File: src/rtl/wallace_pkg.sv
// wallace_pkg: shared widths, KPG carry encodings and the partial-product row type
package wallace_pkg;
   localparam int OP_W   = 8;
   localparam int PROD_W = 16;
   localparam logic [1:0] KPG_KILL = 2'b00;
   localparam logic [1:0] KPG_PROP = 2'b01;
   localparam logic [1:0] KPG_GEN  = 2'b10;
   typedef logic [PROD_W-1:0] row_t;
endpackage

File: src/rtl/csa_row.sv
// csa_row: 3:2 carry-save compressor across one product-width row, carries shifted into weight position
module csa_row
   import wallace_pkg::*;
(
   input  row_t a,
   input  row_t b,
   input  row_t c,
   output row_t s,
   output row_t co
);
   assign s  = a ^ b ^ c;
   assign co = ((a & b) | (a & c) | (b & c)) << 1;
endmodule

File: src/rtl/wallace_reduce_pl.sv
// wallace_reduce_pl: pipelined 8x8 Wallace reduction to two rows for a KPG adder; WALLACE_OUTREG_EN adds output stage S3
module wallace_reduce_pl
   import wallace_pkg::*;
(
   input  logic            clk,
   input  logic            rst,
   input  logic            in_valid,
   output logic            in_ready,
   input  logic [OP_W-1:0] op_x,
   input  logic [OP_W-1:0] op_y,
   output logic            out_valid,
   input  logic            out_ready,
   output row_t            out_a,
   output row_t            out_b,
   output logic [1:0]      out_kin,
   output logic            busy
);
   row_t pp [OP_W];
   row_t l1 [6];
   row_t l2 [4];
   row_t m  [3];
   row_t fs, fc;
   row_t r1_d [4];
   row_t r1_q [4];
   row_t a2_d, b2_d, a2_q, b2_q;
   logic v1_d, v1_q, v2_d, v2_q, ld1, ld2;
`ifdef WALLACE_OUTREG_EN
   row_t a3_d, b3_d, a3_q, b3_q;
   logic v3_d, v3_q, ld3;
`endif

   // AND partial products, row i weighted by 2^i
   always_comb begin
      for (int i = 0; i < OP_W; i++) pp[i] = op_y[i] ? row_t'(op_x) << i : '0;
   end

   for (genvar k = 0; k < 2; k++) begin : g_l1
      csa_row u_csa (.a(pp[3*k]), .b(pp[3*k+1]), .c(pp[3*k+2]), .s(l1[2*k]), .co(l1[2*k+1]));
   end
   assign l1[4] = pp[6];
   assign l1[5] = pp[7];

   for (genvar k = 0; k < 2; k++) begin : g_l2
      csa_row u_csa (.a(l1[3*k]), .b(l1[3*k+1]), .c(l1[3*k+2]), .s(l2[2*k]), .co(l2[2*k+1]));
   end

   csa_row u_csa3 (.a(r1_q[0]), .b(r1_q[1]), .c(r1_q[2]), .s(m[0]), .co(m[1]));
   assign m[2] = r1_q[3];
   csa_row u_csa4 (.a(m[0]), .b(m[1]), .c(m[2]), .s(fs), .co(fc));

   // Backward-propagating load enables; data only moves when its source is valid
   always_comb begin
`ifdef WALLACE_OUTREG_EN
      ld3  = !v3_q | out_ready;
      ld2  = !v2_q | ld3;
      v3_d = ld3 ? v2_q : v3_q;
      a3_d = (ld3 && v2_q) ? a2_q : a3_q;
      b3_d = (ld3 && v2_q) ? b2_q : b3_q;
`else
      ld2  = !v2_q | out_ready;
`endif
      ld1  = !v1_q | ld2;
      v1_d = ld1 ? in_valid : v1_q;
      v2_d = ld2 ? v1_q : v2_q;
      for (int i = 0; i < 4; i++) r1_d[i] = (ld1 && in_valid) ? l2[i] : r1_q[i];
      a2_d = (ld2 && v1_q) ? fs : a2_q;
      b2_d = (ld2 && v1_q) ? fc : b2_q;
   end

   // Stage registers; reset empties the pipeline and zeroes the output rows
   always_ff @(posedge clk or posedge rst) begin
      if (rst) begin
         v1_q <= 1'b0;
         v2_q <= 1'b0;
         r1_q <= '{default: '0};
         a2_q <= '0;
         b2_q <= '0;
`ifdef WALLACE_OUTREG_EN
         v3_q <= 1'b0;
         a3_q <= '0;
         b3_q <= '0;
`endif
      end else begin
         v1_q <= v1_d;
         v2_q <= v2_d;
         r1_q <= r1_d;
         a2_q <= a2_d;
         b2_q <= b2_d;
`ifdef WALLACE_OUTREG_EN
         v3_q <= v3_d;
         a3_q <= a3_d;
         b3_q <= b3_d;
`endif
      end
   end

   assign in_ready = ld1;
   assign out_kin  = KPG_KILL;
`ifdef WALLACE_OUTREG_EN
   assign out_valid = v3_q;
   assign out_a     = a3_q;
   assign out_b     = b3_q;
   assign busy      = v1_q | v2_q | v3_q;
`else
   assign out_valid = v2_q;
   assign out_a     = a2_q;
   assign out_b     = b2_q;
   assign busy      = v1_q | v2_q;
`endif
endmodule

File: config.mk
export PLATFORM = sky130hd
export DESIGN_NAME = wallace_reduce_pl
export DESIGN_NICKNAME = d
export VERILOG_FILES = /design/src/rtl/wallace_pkg.sv /design/src/rtl/csa_row.sv /design/src/rtl/wallace_reduce_pl.sv
export SDC_FILE = /design/constraint.sdc
export NUM_CORES = 1
export LEC_CHECK = 0
export ABC_AREA = 1
export BUFFER_PORTS_ARGS = -buffer_cell sky130_fd_sc_hd__clkbuf_2
export CAP_MARGIN = 25
export CELL_PAD_IN_SITES_DETAIL_PLACEMENT = 1
export CELL_PAD_IN_SITES_GLOBAL_PLACEMENT = 2
export CORE_ASPECT_RATIO = 0.9
export CORE_MARGIN = 5
export CORE_UTILIZATION = 38
export DETAILED_ROUTE_END_ITERATION = 10
export PLACE_DENSITY_LB_ADDON = 0.05
export RECOVER_POWER = 25
export SLEW_MARGIN = 40
export SYNTH_ARGS = -nofsm -noshare
export SYNTH_HDL_FRONTEND = slang
export SYNTH_HIERARCHICAL = 1
export SYNTH_SLANG_ARGS = --single-unit
File: constraint.sdc
create_clock -name clk -period 3.8 [get_ports clk]
set_clock_uncertainty 0.15 [all_clocks]
set_input_delay 0 -clock clk [delete_from_list [all_inputs] [get_ports clk]]
set_output_delay 0 -clock clk [all_outputs]
set_load 0.005 [all_outputs]
-- After elaboration in Yosys (flattened, before gate mapping)
Index checks and enable logic that the tools add are counted.
- register bits after elaboration: 95
- input bits: 20
- output and inout bits: 37
- word-level logic and storage cells: 65
- multiplexer cells: 8
- bitwise logic cells: 45
- reduce and logical (&&, ||, !) cells: 4
- operators with widths (cell ; count):
    15-bit bitwise AND ; 10
    15-bit OR ; 10
    16-bit XOR ; 4
    10-bit by 16-bit XOR with 16-bit output ; 1
    16-bit by 13-bit XOR with 16-bit output ; 1
    16-bit by 14-bit XOR with 16-bit output ; 1
    16-bit by 15-bit XOR with 16-bit output ; 1
    14-bit by 15-bit bitwise AND with 15-bit output ; 1
    15-bit by 14-bit bitwise AND with 15-bit output ; 1
    15-bit 2-to-1 mux ; 1
    15-bit by 10-bit OR with 15-bit output ; 1
    15-bit by 13-bit OR with 15-bit output ; 1
    14-bit 2-to-1 mux ; 1
    11-bit by 13-bit bitwise AND with 13-bit output ; 1
    12-bit by 13-bit bitwise AND with 13-bit output ; 1
    13-bit 2-to-1 mux ; 1
    12-bit by 13-bit XOR with 13-bit output ; 1
    11-bit by 12-bit bitwise AND with 12-bit output ; 1
    12-bit 2-to-1 mux ; 1
    11-bit by 12-bit XOR with 12-bit output ; 1
    11-bit 2-to-1 mux ; 1
    8-bit by 10-bit bitwise AND with 10-bit output ; 1
    9-bit by 10-bit bitwise AND with 10-bit output ; 1
    10-bit 2-to-1 mux ; 1
    8 further kinds ; 12

-- Longest topological paths before layout
- depth after elaboration: 7
- gate-level depth with buffers: 12
- mapped depth without buffers: 12

-- Hierarchy
The synthesis kept the hierarchy.
- modules (own cells, without submodules) (module ; times used ; cells an instance ; area an instance (um2) ; sequential area each (um2)):
    wallace_reduce_pl ; 1 ; 573 ; 4451.8 ; 2452.4
    csa_row ; 6 ; 26 ; 346.6 ; 0.0

-- Worst setup path before layout
Ideal clock, no wire load.
- path kind: reg-to-reg
- start point: reg r1_q[48] (netlist name)
- end point: reg a2_q[0], in the netlist out_a[0]
- setup time: 0.066 ns
- data arrival time: 1.550 ns
- data required time: 3.584 ns
- path slack: 2.034 ns
- stages on the path, launching flop included: 5
- buffers on the path: 0
- clock period less this slack: 1.766 ns
- cell sequence: dfrtp_1 > fa_1 > fa_1 > nand3_1 > nand2_1
- RTL lines (item ; line ; RTL):
    start: declaration ; wallace_reduce_pl.sv:24 ; row_t r1_q [4];
    start signal: assignment ; wallace_reduce_pl.sv:86 ; r1_q <= r1_d;
    end signal: assignment ; wallace_reduce_pl.sv:76 ; a2_q <= '0;
    end signal: assignment ; wallace_reduce_pl.sv:87 ; a2_q <= a2_d;
    end: declaration ; wallace_reduce_pl.sv:25 ; row_t a2_d, b2_d, a2_q, b2_q;

==> metrics.md <==
| Metric | Value |
|---|---|
| Nets | `930` |
| CTS root buf | `clkbuf_16` |
| Commonest non-fill, non-tap cell in the layout | `nand2_1` |
| VDD IR max | `0.2014 mV` |
| PD cells | `539.9 nW/um^2` |
| Crit path max fanout | `2` |
| TritonCTS clock tree | `done` |
| Tcrit/Tclk final | `51.01%` |
| Final HPWL DP | `11,650 um` |
| Max-slew violations | `0` |
| Final Hold Fails | `0` |
| Setup Buffers After CTS | `0` |
| DR vias | `4,634` |
| Placeable Area | `16,890 um^2` |
| TritonRoute pass-1 iters | `4` |
| Static Leak | `4.352 nW` |
| Antenna-violating nets left | `0` |
| Mapped Area | `6531 um^2` |
| Tightest Hold Check Type | `input pin to register` |
| Hold buffers post-CTS | `1` |
| Worst-path cell chain | `fa_1 -> fa_1 -> nand3_1 -> nand2_1` |
| TNS Setup | `0 ns` |
| Area Growth Syn to Fin | `13.45%` |
| Slew HR | `14.55%` |
| Antenna violations before repair | `0` |
| Mapped Avg Cell Area | `8.959 um^2` |
| Post-DR wirelength/cell | `14.63 um` |
| Die W | `148.2 um` |
| Number of port buffers | `54` |
| R2r setup slk | `1.86 ns` |
| Die Ht | `134.4 um` |
| Crit Path Category | `register to register` |
| Clock sink count | `98` |
| FF+latch count, synth | `98` |
| Total CTS buffers | `9` |
| Commonest non-fill, non-tap cells in the layout | `289 x nand2_1, 102 x nand3_1, 98 x dfrtp_1` |
| DR DRC count | `0` |
| Clock slew at reported path FFs | `0.07 ns` |
| Crit path top cell by count | `fa_1` |
| Cells after Synth | `729` |
| First-pass GRT wire length | `26,540 um` |
| Clk Latency, worst-skew pair | `0.34 ns` |
| Pre-CTS WS | `1.874 ns` |
| Worst setup SP type | `register` |
| Clock Path Buffers | `2` |
| Slowest stage delay, CP | `0.59 ns` |
| Site Rows | `45` |
| Distinct cells, synth | `13` |
| WL final | `15,160 um` |
| Syn. warnings | `6` |
| Max frequency | `0.5159 GHz` |
| DR iter-0 viols | `202` |
| Register area | `2452 um^2` |
| Register area share after synthesis | `37.55%` |
| Filler cells | `2,031` |
| Die Footprint | `19,910 um^2` |
| Post-CTS sizing | `0` |
| Htree depth | `3` |
| RD Place Congestion | `0.7784` |
| RSZ-0062 raised after global routing | `no` |
| CP Data Required Time | `3.93 ns` |
| Crit end category | `register` |
| Area occupied by multi-input gates | `3726 um^2` |
| IO Pins | `57` |
| Setup slack after layout | `1.862 ns` |
| # setup viols final | `0` |
| Diodes inserted | `0` |
| Status | `finished, final reports clean` |
| Worst slew pin tran | `1.275 ns` |
| Grt ovf | `0` |
| CP arrival | `2.07 ns` |
| Starting Density | `38.67%` |
| Minimum clock period | `1.938 ns` |
| Gr usage total | `16.48%` |
| Largest net degree at the start of global routing | `67` |
| Layout cell share with drive strength beyond 1 | `9.939%` |
| Vias in the first global route | `5,065` |
| Critical path's slowest cell | `fa_1` |
| Max Cap Violations | `0` |
| Vias per inst | `4.473` |
## cell families after synthesis
group | share of synthesized area [%]
and+or+nand+nor | 24.79
buffers and inverters | 9.674
DFF | 37.55
adders and majority gates | 27.59
other | 0.4024
## layout make-up
type	count	area share (%)
well taps	211	3.563
clock buffers	11	3.411
clock inverters	5	0.7092
flip-flops and latches	98	33.10
repair buffers	62	4.661
inverters	84	4.272
multi-input cells	565	50.29
## power breakdown
group	total, mW	switching (mW)	internal (mW)
combinational	1.49	0.845	0.650
sequential	1.57	0.212	1.36
clock	0.936	0.393	0.543
total	4.00	1.45	2.55
## worst paths after layout
path	start	cells past startpoint	end
min	in_valid	3	v1_q$_DFFE_PP0P_
max in group asynchronous	rst	4	m[2]$_DFFE_PP0P_
min in group asynchronous	rst	3	out_a[7]$_DFFE_PP0P_
max reg2reg	r1_q[56]$_DFFE_PP0P_	4	out_a[8]$_DFFE_PP0P_
max	r1_q[56]$_DFFE_PP0P_	4	out_a[8]$_DFFE_PP0P_
min reg2reg	out_a[12]$_DFFE_PP0P_	2	out_a[12]$_DFFE_PP0P_
## per-stage QoR
stage	power [mW]	cells	area [um^2]	utilization [%]	hold WS [ns]
after floorplan	2.535	802	6805	-	0.1244
after global placement	3.045	1018	7073	41.87	0.06284
after detailed placement	3.101	1019	7096	42.01	-0.1455
after CTS	4.049	1036	7411	43.87	0.04347
after global routing	4.375	1036	7410	43.87	0.1437
final	4.000	1036	7410	43.87	0.09432
## worst max-delay path: cells and delay by family (launching register included)
family,cells,cell delay [ns]
adder cells (fa/ha/maj),2,1.11
AND/OR/NAND/NOR,2,0.20
flip-flops,1,0.42
## metal layers
layer  global-route usage, %  routed length [um]
met5                       0                   0
met4                   3.643                 147
met3                   2.128                 369
met2                   24.12                6387
met1                   26.10                8250
## cells in the mapped netlist (all sizes together)
cell type	n	area, um^2
buf	34	237.7
clkbuf	21	78.83
conb	7	26.28
dfrtp	98	2452
fa	90	1802
inv	84	315.3
nand2	291	1092
nand3	103	520.5
or2	1	6.260
## state kept, by name, indices dropped and copies added, names as in the netlist
| signal | cells |
|---|---|
| m | 16 |
| out_a | 16 |
| out_b | 16 |
| out_valid | 1 |
| r1_q | 48 |
| v1_q | 1 |
No activity file was read; power rests on OpenSTA's default activity.
